[config.mk]
export PLATFORM = sky130hd
export DESIGN_NAME = reorder_buffer_2w
export DESIGN_NICKNAME = d
export VERILOG_FILES = /design/src/rtl/reorder_buffer_2w.sv
export SDC_FILE = /design/constraint.sdc
export NUM_CORES = 1
export LEC_CHECK = 0
export CELL_PAD_IN_SITES_DETAIL_PLACEMENT = 0
export CELL_PAD_IN_SITES_GLOBAL_PLACEMENT = 1
export CORE_MARGIN = 3
export CORE_UTILIZATION = 45
export CTS_BUF_LIST = sky130_fd_sc_hd__clkbuf_2 sky130_fd_sc_hd__clkbuf_4 sky130_fd_sc_hd__clkbuf_8
export DETAILED_ROUTE_END_ITERATION = 10
export PLACE_DENSITY_LB_ADDON = 0.1
export RECOVER_POWER = 100
export SLEW_MARGIN = 20
export SYNTH_ARGS = -nofsm -noshare
export SYNTH_HDL_FRONTEND = slang
export SYNTH_SLANG_ARGS = --single-unit
[constraint.sdc]
create_clock -name Clk -period 4.3 [get_ports Clk]
set_input_delay 0.645 -clock Clk [delete_from_list [all_inputs] [get_ports Clk]]
set_output_delay 0.645 -clock Clk [all_outputs]
set_load 0.05 [all_outputs]
[src/rtl/reorder_buffer_2w.sv]
// reorder_buffer_2w: 2-wide in-order reorder buffer between rename and retirement.
module reorder_buffer_2w #(
  parameter int DEPTH = 16,
  parameter int TAG_W = 4
) (
  input  logic             Clk,
  input  logic             Rst_n,
  input  logic             Flush,
  input  logic             Alloc1_en,
  input  logic             Alloc1_RegW,
  input  logic [4:0]       Alloc1_Rdst,
  input  logic [5:0]       Alloc1_Phydst,
  input  logic             Alloc2_en,
  input  logic             Alloc2_RegW,
  input  logic [4:0]       Alloc2_Rdst,
  input  logic [5:0]       Alloc2_Phydst,
  output logic [TAG_W-1:0] Alloc_Tag1,
  output logic [TAG_W-1:0] Alloc_Tag2,
  output logic             ROB_Stall,
  input  logic             WB1_en,
  input  logic [TAG_W-1:0] WB1_Tag,
  input  logic             WB2_en,
  input  logic [TAG_W-1:0] WB2_Tag,
  output logic             Commit1_Commit,
  output logic [4:0]       Commit1_Rdst,
  output logic [5:0]       Commit1_Phydst,
  output logic             Commit2_Commit,
  output logic [4:0]       Commit2_Rdst,
  output logic [5:0]       Commit2_Phydst,
  output logic [TAG_W:0]   Count
);
  logic [TAG_W-1:0] head, tail, head1;
  logic [DEPTH-1:0] valid, done;
  logic [4:0]       rdst_q [DEPTH];
  logic [5:0]       phy_q  [DEPTH];
  logic [1:0]       req, ret;
  logic             keep1, keep2;
  always_comb begin
    req            = {1'b0, Alloc1_en} + {1'b0, Alloc2_en};
    ROB_Stall      = ((TAG_W+1)'(req) > (TAG_W+1)'(DEPTH) - Count) | Flush;
    Alloc_Tag1     = tail;
    Alloc_Tag2     = tail + TAG_W'(Alloc1_en);
    head1          = head + TAG_W'(1);
    Commit1_Commit = valid[head] & done[head] & !Flush;
    Commit2_Commit = Commit1_Commit & valid[head1] & done[head1];
    ret            = {1'b0, Commit1_Commit} + {1'b0, Commit2_Commit};
    Commit1_Rdst   = Commit1_Commit ? rdst_q[head]  : '0;
    Commit1_Phydst = Commit1_Commit ? phy_q[head]   : '0;
    Commit2_Rdst   = Commit2_Commit ? rdst_q[head1] : '0;
    Commit2_Phydst = Commit2_Commit ? phy_q[head1]  : '0;
    keep1          = Alloc1_RegW & (|Alloc1_Rdst);
    keep2          = Alloc2_RegW & (|Alloc2_Rdst);
  end
  // later assignments win: retire clears, allocation overrides a same-cycle writeback
  always_ff @(posedge Clk or negedge Rst_n) begin
    if (!Rst_n) begin
      head  <= '0;
      tail  <= '0;
      Count <= '0;
      valid <= '0;
      done  <= '0;
    end else if (Flush) begin
      valid <= '0;
      done  <= '0;
      tail  <= head;
      Count <= '0;
    end else begin
      for (int i = 0; i < DEPTH; i++)
        if (valid[i] && ((WB1_en && WB1_Tag == TAG_W'(i)) || (WB2_en && WB2_Tag == TAG_W'(i))))
          done[i] <= 1'b1;
      if (Commit1_Commit) begin
        valid[head] <= 1'b0;
        done[head]  <= 1'b0;
      end
      if (Commit2_Commit) begin
        valid[head1] <= 1'b0;
        done[head1]  <= 1'b0;
      end
      if (!ROB_Stall && Alloc1_en) begin
        valid[Alloc_Tag1] <= 1'b1;
        done[Alloc_Tag1]  <= 1'b0;
      end
      if (!ROB_Stall && Alloc2_en) begin
        valid[Alloc_Tag2] <= 1'b1;
        done[Alloc_Tag2]  <= 1'b0;
      end
      head  <= head + TAG_W'(ret);
      tail  <= ROB_Stall ? tail : tail + TAG_W'(req);
      Count <= Count + (ROB_Stall ? '0 : (TAG_W+1)'(req)) - (TAG_W+1)'(ret);
    end
  end
  always_ff @(posedge Clk) begin
    if (!ROB_Stall && Alloc1_en) begin
      rdst_q[Alloc_Tag1] <= keep1 ? Alloc1_Rdst : '0;
      phy_q[Alloc_Tag1]  <= keep1 ? Alloc1_Phydst : '0;
    end
    if (!ROB_Stall && Alloc2_en) begin
      rdst_q[Alloc_Tag2] <= keep2 ? Alloc2_Rdst : '0;
      phy_q[Alloc_Tag2]  <= keep2 ? Alloc2_Phydst : '0;
    end
  end
endmodule

Word-level counts from Yosys, hierarchy flattened:

Memory sizes are Yosys's and may differ from the RTL's.
Cells that the tools add are included.

* $add $sub $neg: 9
* magnitude comparators: 9
* equality and inequality tests: 31
* muxes and demuxes: 80
* bitwise operators: 19
* reduce and logical (&&, ||, !) cells: 76

Operator list (count)
* $mux 16: 16
* $and 16x16->16: 6
* $eq 4x4->1 const B: 16
* $not 16->16: 4
* $logic_and 1x1->1: 54
* $mux 1: 44
* $eq 4x3->1 const B: 8
* $or 16x16->16: 2
* $mux 5: 5
* $mux 6: 4
* $lt 4x5->1 const B: 4
* $bmux 1 s4: 4
* $demux 1 s4: 4
* $eq 4x2->1 const B: 4
* $ge 4x1->1 const B: 4
* $logic_or 1x1->1: 16
* $reduce_or 5->1: 2
* $add 4x2->4: 2
* $eq 4x1->1 const B: 2
* $logic_not 4->1: 2
* $mux 4: 2
* $and 1x1->1: 6
* $add 5x2->5: 1
* $gt 2x5->1: 1
* 9 further kinds: 11

* bits in registers: 45
* bits in writable memories: 176
* input bits: 39
* output and inout bits: 38
* memories kept: 2

Memories
* phy_q: depth 16, width 6, rd ports 2, clocked after memory_dff 0, write ports 2, RTL line 35 `logic [5:0] phy_q [DEPTH];`
* rdst_q: depth 16, width 5, rd ports 2, clocked after memory_dff 0, write ports 2, RTL line 34 `logic [4:0] rdst_q [DEPTH];`

Depth between registers and ports, before layout:

* depth after elaboration: 18
* mapped depth: 23
* mapped depth without buffers: 18

Least setup slack after synthesis:

OpenSTA, ideal clock, no wires.

* path kind: register -> register
* start point: register head[1]
* end point: register Count[4]
* setup time: 78 ps
* arrival: 4896 ps
* required time: 4222 ps
* path slack: -674 ps
* stages on the path, launching flop included: 23
* path through: dfrtp_1 > buf_4 > buf_2 > clkbuf_1 > inv_1 > ha_1 > buf_2 > buf_2 > a31oi_1 > nand2_1 > a311oi_1 > buf_2 > ha_1 > ha_1 > inv_1 > ha_1 > inv_1 > fa_1 > inv_1 > a21oi_1 > nor2_1 > or3_1 > a21oi_1

* longest elaborated chain between the ends: 9
* elaborated cells between the ends (all ways): 16
* those cells by class: add/sub: 3; mux: 9; bitwise: 4

RTL lines
* start, declared: RTL line 32 `logic [TAG_W-1:0] head, tail, head1;`
* start signal, assigned: RTL line 87 `head <= head + TAG_W'(ret);`
* branches (longest 5 deep; another with $add 4x1->4)
* $and 1x1->1 *: RTL line 45 `Commit2_Commit = Commit1_Commit & valid[head1] & done[head1];`
* named net Commit2_Commit: RTL line 27 `output logic Commit2_Commit,`
* $add 1x1->2 *: RTL line 46 `ret = {1'b0, Commit1_Commit} + {1'b0, Commit2_Commit};`
* $sub 5x2->5 *: RTL line 89 `Count <= Count + (ROB_Stall ? '0 : (TAG_W+1)'(req)) - (TAG_W+1)'(ret);`
* $mux 5 *: RTL line 62 `end else if (Flush) begin`
* end signal, assigned: RTL line 89
* end, declared: RTL line 30 `output logic [TAG_W:0] Count`

Mark *: on every way through the listed nets, which the timed path passes. The select of a mux whose other input is x is not followed.
A chain may end at the register's enable or synchronous reset.

Worst setup path in the final report:

* start point: register head[1]
* end point: output port Commit2_Phydst[0]

* longest elaborated chain between the ends: 7
* elaborated cells between the ends (all ways): 15
* those cells by class: add/sub: 1; mux: 9; bitwise: 4; memory: 1

RTL lines
* branches (longest 6 deep; another with $add 4x1->4)
* $mux 6 *: RTL line 50 `Commit2_Phydst = Commit2_Commit ? phy_q[head1] : '0;`
* end, declared: RTL line 29 `output logic [5:0] Commit2_Phydst,`

Every way passes the cells marked *. The select of a mux whose other input is x is not followed.

==> results.cfg <==
[yosys]
synth_edf_count = 176
yosys.area_share.adder_pct = 2.66
synthSimpleGateAreaFrac_pct = 11.3
synth-xor-area-share_pct = 0.736
synth_cell_types = 75
postSynthAreaPerCell_um2 = 12.8
synth_compound_area_share_pct = 8.80
synth_top_family_by_area = multiplexers
netlist_instances = 1113
syn_area_um2 = 14300
ys_seq_elements = 221
syn-num-nets = 1180
ys_async_sr_fraction_pct = 20.4
synth-main-ff-cell = edfxtp_1
ys_seq_area_share_pct = 44.9
synthMuxAreaShare_pct = 27.1
synth_warnings = 0

[critical_path]
rr_startpoint = head[1]
path_class = register to primary output
rrSetupSlack_ns = 0.31
crit_end = Commit2_Phydst[0]
critical_path.startpoint = head[1]
cp_max_fo = 28
end_kind = primary output
cp.required_ns = 3.65
arrival_ns = 3.51
r2r-end = Count[4]
r2r_cells = 18
worstSetupStartpointType = register

[pwr]
power.sequential.fraction_pct = 37.9
switchingPower_mw = 2.53
total_power_mw = 7.17
vdd_drop_max_uv = 275
power.share.combinational_pct = 34.3
swShare_pct = 35.3
internal_power_mw = 4.64
leakagePower_nw = 5.44
clkPwrFrac_pct = 27.8
power_density_nw_per_um2 = 439

[finish]
areaGrowthSynthToFinish_pct = 14.5
finalNonFillerCells = 1639
drive_gt1_share_pct = 24.6
seqCellArea_um2 = 6420
multi_input_area_um2 = 7210
antenna_cells = 0
num-fill-cells = 2737
nets = 1279

[clock_tree]
cts_tree = yes
root_buffer = clkbuf_8
clock_path_buffers = 3
path_clk_slew_ns = 0.06
cts_hold_buf = 1
post-cts-setup-buffer-count = 0
cts_sinks = 221
cts_buffers = 40
clock_latency_ns = 0.57
cts_resized = 0
ctsHtreeMaxLevel = 2

[timing]
drv_slew = 40
fin_crit_sh_pct = 96.7
fin_ws_ns = 0.142
fmax_mhz = 240
slew_headroom_pct = -44.0
final_hold_viol_count = 0
tightest_slew_ns = 2.16
clock_skew_ns = 0.0411
tns_ns = 0
setup_violations = 0
final.min_clock_period_ns = 4.16
grt_setup_unrepaired = false

[routing]
drt.antenna.violating_nets = 0
via_count = 10400
drt_iter0_drc = 903
drt-total-wl_um = 45700
first_pass_iters = 5
wl_per_cell_um = 27.9
routed_via_density = 6.37
drc = 0

[hold_path]
hold_path_class = primary input to asynchronous set/reset pin

[placed_design]
place.port_buffers = 76
place_ws_ns = 0.322
dp_cells = 1565
gp_congestion = 0.917
dp_hpwl_um = 30100

[floorplan]
die_y_um = 184
initial_utilization_pct = 46.2
core_um2 = 30900
chipWidth_um = 184
die-area_um2 = 33900
core.rowCount = 64
ios = 77

[grt]
grt_use_met3_pct = 4.72
grt_use_met1_pct = 37.6
grt_pass1_vias = 10600
grt-busiest-layer = met2
antenna_found_initial = 1
grt.total_usage_pct = 27.4
grt_max_degree = 59
grt_pass1_wl_um = 68800
gr-usage-met2_pct = 45.1
grt_overflow_total = 0

[run_status]
violations = max-capacitance violations, max-slew violations
status = finished with violations

[job]
cap_violations = 1
## metal layers
metal  share of wire (%)  vias to the layer above
met5                   0                        -
met2                  48                      453
met1                  42                     5318
met3                 7.1                       87
li1                    -                     4579
met4                 2.8                        0
## cell usage in the layout (no fill, tap or decap), types with 9 or more instances in the layout
cell type        instances
nor4_1                  10
clkbuf_2                29
mux4_2                 116
o22ai_1                 19
o21ai_0                 63
dfrtp_1                 43
buf_4                   34
clkinv_1                12
clkdlybuf4s50_1         36
a21oi_1                 33
clkbuf_1                16
buf_12                  14
and2_0                   9
ha_1                    23
edfxtp_1               176
nand2_1                 59
nor3_1                  11
dlygate4sd3_1           15
nand3b_1                 9
inv_1                   34
nor2b_1                 19
mux2i_1                123
nand3_1                 78
clkbuf_8                41
nor2_1                  39
clkbuf_4                16
## flip-flops by register name, indices dropped and copies added (netlist names)
name        flops
phy_q          96
rdst_q         80
done           16
valid          16
Count           5
Alloc_Tag1      4
head            4
## synthesized netlist by cell type (all sizes together), types with 3 or more instances
master | count | area [um^2]
and2 | 13 | 81.3
o21bai | 7 | 52.6
and3 | 4 | 30.0
or3b | 5 | 43.8
and3b | 3 | 26.3
a32oi | 8 | 70.1
o22a | 5 | 43.8
o32ai | 3 | 26.3
o21ai | 71 | 367
nand3 | 78 | 390
or2 | 6 | 40.0
nand2 | 59 | 221
ha | 24 | 300
buf | 53 | 352
nor2b | 19 | 119
clkbuf | 43 | 161
xor2 | 5 | 43.8
inv | 35 | 131
fa | 4 | 80.1
dfrtp | 45 | 1130
nor3 | 13 | 138
a31oi | 4 | 25.0
o31ai | 4 | 30.0
o31a | 3 | 26.3
o2bb2ai | 3 | 26.3
o2111ai | 4 | 35.0
mux4 | 116 | 2610
nor3b | 3 | 22.5
a31o | 4 | 35.0
nand2b | 8 | 50.1
a21oi | 34 | 174
edfxtp | 176 | 5290
o21a | 4 | 30.0
xnor2 | 7 | 61.3
a311oi | 3 | 26.3
nand3b | 9 | 67.6
nor4 | 14 | 119
o22ai | 19 | 119
mux2i | 123 | 1230
a2bb2oi | 3 | 32.5
nor2 | 46 | 205
## worst min-delay path by stage
stage	startpoint	end	slack, ns
after floorplan	Rst_n	Alloc_Tag1[0]	0.35
after detailed placement	Rst_n	Count[1]	0.50
final	Rst_n	Count[1]	0.56
after global routing	Rst_n	Count[3]	0.60
after global placement	Rst_n	Count[1]	0.50
after CTS	Rst_n	Count[1]	0.46
## kinds of logic after synthesis
logic type | count (synthesis)
multiplexers | 241
adder cells (fa/ha/maj) | 28
flip-flops | 221
buffers and inverters | 131
AND/OR/NAND/NOR | 288
AO/OA/AOI/OAI | 192
XOR/XNOR | 12
## per-stage QoR
step	util (%)	area [um^2]	hold WS, ns
finish	52.9	16300	0.556
global route	52.9	16300	0.601
CTS	53.7	16600	0.461
detailed placement	51.1	15800	0.502
global placement	51.1	15800	0.503
floorplan	-	14300	0.349
## final cells by class
| class | count | share of cell area [%] |
|---|---|---|
| well taps | 396 | 3.03 |
| multi-input cells | 761 | 44.1 |
| clock inverters | 21 | 0.812 |
| repair buffers | 153 | 8.01 |
| clock buffers | 52 | 3.96 |
| flip-flops and latches | 221 | 39.3 |
| inverters | 35 | 0.804 |
## worst max-delay path, stage by stage, from the launching register on
cell,delay (ns)
dfrtp_4,0.49
inv_1,0.19
ha_4,0.29
buf_4,0.49
mux4_2,0.59
mux4_2,0.49
and2_1,0.22
buf_12,0.16
## power by group through the flow
stage,registers (mW),logic (mW),clock network [mW]
global route,2.74,2.64,2.12
detailed placement,2.75,2.55,0
floorplan,2.77,1.77,0
finish,2.72,2.46,1.99
CTS,2.71,2.56,2.02
global placement,2.75,2.54,0
Note: power is estimated with default switching activity, not from simulation.
